--- config.mk ---
export PLATFORM = sky130hd
export DESIGN_NAME = count_change_fifo
export DESIGN_NICKNAME = d
export VERILOG_FILES = /design/src/rtl/count_change_fifo_pkg.sv /design/src/rtl/count_fifo_mem.sv /design/src/rtl/count_change_fifo.sv
export SDC_FILE = /design/constraint.sdc
export NUM_CORES = 1
export LEC_CHECK = 0
export ABC_CLOCK_PERIOD_IN_PS = 2500
export CAP_MARGIN = 15
export CORE_MARGIN = 2
export CORE_UTILIZATION = 25
export CTS_CLUSTER_DIAMETER = 80
export DETAILED_ROUTE_END_ITERATION = 8
export HOLD_SLACK_MARGIN = 0.06
export SLEW_MARGIN = 40
export SYNTH_ARGS = -nofsm -noshare
export SYNTH_HDL_FRONTEND = slang
export SYNTH_SLANG_ARGS = --single-unit
--- constraint.sdc ---
create_clock -name clk -period 2.5 [get_ports clk]
set_clock_uncertainty 0.2 [all_clocks]
set_input_delay 0.625 -clock clk [delete_from_list [all_inputs] [get_ports clk]]
set_output_delay 0.625 -clock clk [all_outputs]
set_load 0.1 [all_outputs]
--- src/rtl/count_change_fifo_pkg.sv ---
// Shared defaults and sizing helpers for the count-change FIFO.
package count_change_fifo_pkg;

  localparam int DEFAULT_WIDTH   = 4;
  localparam int DEFAULT_DEPTH   = 4;

  // Width of an occupancy counter that must represent 0..depth inclusive.
  localparam int DEFAULT_LEVEL_W = $clog2(DEFAULT_DEPTH) + 1;

  function automatic int level_width(input int depth);
    return $clog2(depth) + 1;
  endfunction

endpackage

--- src/rtl/count_fifo_mem.sv ---
// Storage, pointers and occupancy for the count-change FIFO.
// The head entry is kept in its own register so out_data never passes
// through the read mux combinationally.
module count_fifo_mem
  import count_change_fifo_pkg::*;
#(
  parameter int WIDTH = DEFAULT_WIDTH,
  parameter int DEPTH = DEFAULT_DEPTH
) (
  input  logic                          clk,
  input  logic                          rst,
  input  logic                          push,
  input  logic [WIDTH-1:0]              wdata,
  input  logic                          ready,
  output logic [WIDTH-1:0]              rdata,
  output logic                          valid,
  output logic [level_width(DEPTH)-1:0] level,
  output logic                          dropped
);

  localparam int PW = $clog2(DEPTH);
  localparam int LW = level_width(DEPTH);

  logic [WIDTH-1:0] mem [DEPTH];
  logic [PW-1:0]    wr_ptr;
  logic [PW-1:0]    rd_ptr;
  logic [PW-1:0]    rd_next;
  logic [LW-1:0]    level_next;
  logic [WIDTH-1:0] head_next;
  logic             full;
  logic             pop;
  logic             do_push;
  logic             load_head;

  // Push/pop decisions and the value that becomes the head after this edge.
  always_comb begin
    full       = (level == LW'(DEPTH));
    pop        = valid & ready;
    // A pop in the same cycle frees a slot, so a full FIFO still accepts.
    do_push    = push & (~full | pop);
    dropped    = push & full & ~pop;
    rd_next    = pop ? rd_ptr + PW'(1) : rd_ptr;
    level_next = level + LW'(do_push) - LW'(pop);
    load_head  = pop | (do_push & ~valid);
    // The slot becoming head may be the one written this same cycle.
    head_next  = (do_push && (wr_ptr == rd_next)) ? wdata : mem[rd_next];
  end

  // Storage array write port.
  // NOTE: the array is not reset; a slot is only read after it is written,
  // and leaving it out of reset lets it map onto plain flops or RAM.
  always_ff @(posedge clk) begin
    if (do_push) mem[wr_ptr] <= wdata;
  end

  // Pointers, occupancy and registered head of queue.
  always_ff @(posedge clk or negedge rst) begin
    if (!rst) begin
      wr_ptr <= '0;
      rd_ptr <= '0;
      level  <= '0;
      valid  <= 1'b0;
      rdata  <= '0;
    end else begin
      // NOTE: state updates use non-blocking assignments so every register
      // samples the pre-edge values regardless of statement order.
      if (do_push) wr_ptr <= wr_ptr + PW'(1);
      rd_ptr <= rd_next;
      level  <= level_next;
      valid  <= (level_next != '0);
      if (load_head) rdata <= head_next;
    end
  end

endmodule

--- src/rtl/count_change_fifo.sv ---
// Captures a counter value whenever it changes and queues it for a consumer.
// A sticky overflow flag records any change lost because the queue was full.
module count_change_fifo
  import count_change_fifo_pkg::*;
#(
  parameter int WIDTH = DEFAULT_WIDTH,
  parameter int DEPTH = DEFAULT_DEPTH
) (
  input  logic                          clk,
  input  logic                          rst,
  input  logic [WIDTH-1:0]              count_in,
  input  logic                          capture_en,
  output logic [WIDTH-1:0]              out_data,
  output logic                          out_valid,
  input  logic                          out_ready,
  output logic [level_width(DEPTH)-1:0] level,
  output logic                          overflow,
  input  logic                          clr_ovf
);

  logic [WIDTH-1:0] prev;
  logic             first;
  logic             push_req;
  logic             dropped;

  // A sample is queued when it is the first since reset or differs from the last one.
  always_comb begin
    push_req = capture_en & (first | (count_in != prev));
  end

  // Change detector history; tracks every sample, accepted by the FIFO or not.
  always_ff @(posedge clk or negedge rst) begin
    if (!rst) begin
      prev  <= '0;
      first <= 1'b1;
    end else if (capture_en) begin
      prev  <= count_in;
      first <= 1'b0;
    end
  end

  // Sticky overflow; a new drop wins over a simultaneous clear.
  always_ff @(posedge clk or negedge rst) begin
    if (!rst) begin
      overflow <= 1'b0;
    end else if (dropped) begin
      overflow <= 1'b1;
    end else if (clr_ovf) begin
      overflow <= 1'b0;
    end
  end

  count_fifo_mem #(
    .WIDTH (WIDTH),
    .DEPTH (DEPTH)
  ) u_mem (
    .clk     (clk),
    .rst     (rst),
    .push    (push_req),
    .wdata   (count_in),
    .ready   (out_ready),
    .rdata   (out_data),
    .valid   (out_valid),
    .level   (level),
    .dropped (dropped)
  );

endmodule

==> results.json, run 1 <==
{
  "status": "complete, but fails checks",
  "violations": "setup timing",
  "fin_cells": 282,
  "period_minus_slack_ns": 2.507,
  "cts.path.max_buffers": 2,
  "cts_tree": "yes",
  "place_hpwl_um": 2687,
  "die_h_um": 88.13,
  "via_per_inst": 4.372,
  "grt_max_degree": 19,
  "setup_ws_ns": -0.006797,
  "initial_core_util_pct": 25.90,
  "route.vias.total": 1233,
  "grt_use_total_pct": 10.59,
  "pin_count": 18,
  "synth_top_area_share_pct": 27.16,
  "worstSkewPairLatency_ns": 0.28,
  "dp_cells": 267,
  "max_slew.worst_pin.slew_ns": 0.4649,
  "clk_pin_slew_worst_paths_ns": 0.07,
  "hold_buffers": 0,
  "hold_class": "reg -> reg",
  "path_buf_inv": 2,
  "final_layout_size_suffix_gt1_share_pct": 38.71,
  "powerDensity_mw_per_mm2": 1279,
  "setup_viol": 1,
  "fmax_mhz": 398.9,
  "final_hold_viol_count": 0,
  "start_kind": "primary input",
  "fin_util_pct": 34.43,
  "die_area_sq_mm": 0.007766,
  "ant_nets": 0,
  "numClockSinks": 34,
  "seqCellArea_sq_um": 939.7,
  "pwr-share-seq_pct": 28.9,
  "gp_congestion": 0.7498,
  "finalCritPeriodShare_pct": 100.3,
  "nets": 201,
  "avgSynthCellArea_sq_um": 12.37,
  "grt_pass1_wl_um": 6272,
  "switching_power_w": 0.001362,
  "slew_headroom_pct": 68.91,
  "syn_nets": 159,
  "cp_slowest_cell": "fa_2",
  "multi_input_area_sq_um": 783.3,
  "remaining_drc_errors": 0,
  "switching_share_pct": 45.25,
  "io_buffers": 17,
  "coreArea_sq_mm": 0.006832,
  "final.fill_count": 704,
  "path_cells": "buf_6, xor2_1, or2_1, o211ai_2, inv_2, ha_4, fa_2, xnor2_2, xnor2_1, or3_1",
  "p_leak_nw": 0.9417,
  "area_growth_pct": 32.96,
  "yosysWarnings": 0,
  "grt_pass1_vias": 1252,
  "crit_fanout": 2,
  "hold_ws_ns": 0.2989,
  "critPathMaxStageDelay_ns": 0.34,
  "ys_seq_area_share_pct": 52.69,
  "first_iter_violations": 58,
  "power_frac_clock_pct": 16.9,
  "critPathArrivalTime_ns": 2.47,
  "syn_inst": 143,
  "pwr-share-comb_pct": 54.2,
  "final-max-slew-violation-count": 0,
  "cp.required_ns": 2.46,
  "crit_family": "simple AND/OR/NAND/NOR gates",
  "syn-cell-area_sq_mm": 0.001769,
  "antenna_cells": 0,
  "yosysUniqueCellTypes": 39,
  "yosys_register_bits": 34,
  "grt_overflow": 0,
  "drt_first_pass_iters": 4,
  "row_count": 30,
  "p_total_w": 0.003009,
  "antenna_found_initial": 0,
  "cts-buffers-inserted": 5,
  "synth_top_cell_by_area": "edfxtp_1",
  "wire_per_inst_um": 13.22,
  "max_cap_violations": 0,
  "ctsHtreeMaxLevel": 2,
  "peakVddDrop_uv": 731.2,
  "rsz0062_at_grt": "yes",
  "cp-end-kind": "flip-flop",
  "totalWireLength_um": 3729,
  "p_int_w": 0.001648,
  "fp.dieW_um": 88.13,
  "synthTopCellsByArea": "edfxtp_1, dfrtp_1, xnor2_1, ha_1, mux2i_1",
  "cts_root_buffer": "clkbuf_8",
  "setup.worst_path.class": "in -> reg"
}
==> per-stage QoR <==
stage,area [sq um],worst slack [ns],TNS (ns)
detailed placement,2166,-0.7378,-5.011
CTS,2345,-0.05136,-0.05136
global route,2352,-0.05683,-0.05683
global placement,2166,-0.6564,-4.417
finish,2352,-0.006797,-0.006797
floorplan,1805,-0.3095,-0.3212
==> cell usage in the layout (no fill, tap or decap), drive strengths merged, types with 5 or more instances in the layout <==
cell type  instances
inv               14
o21ai              8
dfrtp             17
edfxtp            16
xnor2              9
ha                 6
nor2b              6
clkbuf             5
buf               39
mux2i              5
==> per-layer routing <==
metal	global-route usage (%)	vias up	wire length, um
met5	0	-	0
met4	3.030	0	44
met3	2.451	6	138
met2	17.42	25	1776
met1	14.01	598	1769
li1	-	604	-
==> repair_timing <==
item                                    CTS  global route
endpoints found under the setup margin    2             1
buffers inserted                          6             1
gates resized for setup                  25             0
cloned                                    0             0
pin swaps                                11             7
==> path summary, 6_finish.rpt <==
kind,from,endpoint,slack (ns),cells past startpoint
worst max-delay path,count_in[1],u_mem.valid,-0.007,10
worst min-delay path,first,first,0.30,1
worst max register to register,prev[1],u_mem.valid,0.04,9
worst min register to register,first,first,0.30,1
max in group asynchronous,rst,u_mem.level[2],1.12,2
min in group asynchronous,rst,prev[2],0.46,1
==> sequential cells by signal, indices dropped and copies added (netlist names) <==
name,cells
u_mem.mem,16
prev,4
u_mem.rdata,4
u_mem.level,3
u_mem.rd_ptr,2
u_mem.wr_ptr,2
first,1
overflow,1
u_mem.valid,1
==> final cells by class <==
type / instances / area share (%)
well taps: 96 / 5.106
repair buffers: 43 / 14.57
clock inverters: 3 / 1.915
inverters: 14 / 2.234
flip-flops and latches: 34 / 39.95
clock buffers: 5 / 2.926
multi-input cells: 87 / 33.30
==> logic make-up (layout without fill, tap and decap cells) <==
family,Yosys count,after routing,share of synthesized area (%)
flops,34,34,52.69
xor+xnor,10,10,4.951
fa+ha+maj,7,7,5.375
mux,9,9,5.375
simple gates,25,25,10.25
buf+inv,22,65,6.153
compound gates,36,36,15.21
==> power by group through the flow <==
stage,Combinational [W],Clock (W),Sequential [W]
5_1_grt,0.00176,0.000544,0.000887
6_report,0.00163,0.000510,0.000868
4_1_cts,0.00164,0.000521,0.000869
3_3_place_gp,0.00159,0,0.000871
2_1_floorplan,0.000745,0,0.00133
3_5_place_dp,0.00161,0,0.000873
==> cell usage after synthesis <==
master	instances
o211ai_2	1
a211oi_1	4
inv_2	1
a22oi_1	4
o31ai_1	1
ha_1	6
o21ai_1	4
and2_1	4
buf_2	3
or3_1	2
o22ai_1	1
o21ai_0	2
nor3b_1	1
a31oi_1	4
inv_1	13
mux2i_1	5
o21ai_4	1
dfstp_2	1
xor2_1	1
or4b_4	1
mux2_2	4
clkbuf_1	2
o311ai_0	4
dfrtp_1	17
fa_1	1
o21a_1	1
o21ai_2	1
nand2_8	1
xnor2_1	9
and2b_1	1
nor2b_1	6
buf_6	3
or2_1	1
nand3_1	1
a21oi_1	4
a311o_1	4
nand2_1	3
nand4b_1	4
edfxtp_1	16
Power figures use the tool's default switching activity.
==> inputs of run 2 (changes only) <==
--- a/config.mk
+++ b/config.mk
@@ -12,7 +12,6 @@
 export CTS_CLUSTER_DIAMETER = 80
 export DETAILED_ROUTE_END_ITERATION = 8
 export HOLD_SLACK_MARGIN = 0.06
-export SLEW_MARGIN = 40
 export SYNTH_ARGS = -nofsm -noshare
 export SYNTH_HDL_FRONTEND = slang
 export SYNTH_SLANG_ARGS = --single-unit
==> results of run 2 <==
No change in the layout: final DEF, timing and power equal those of run 1.
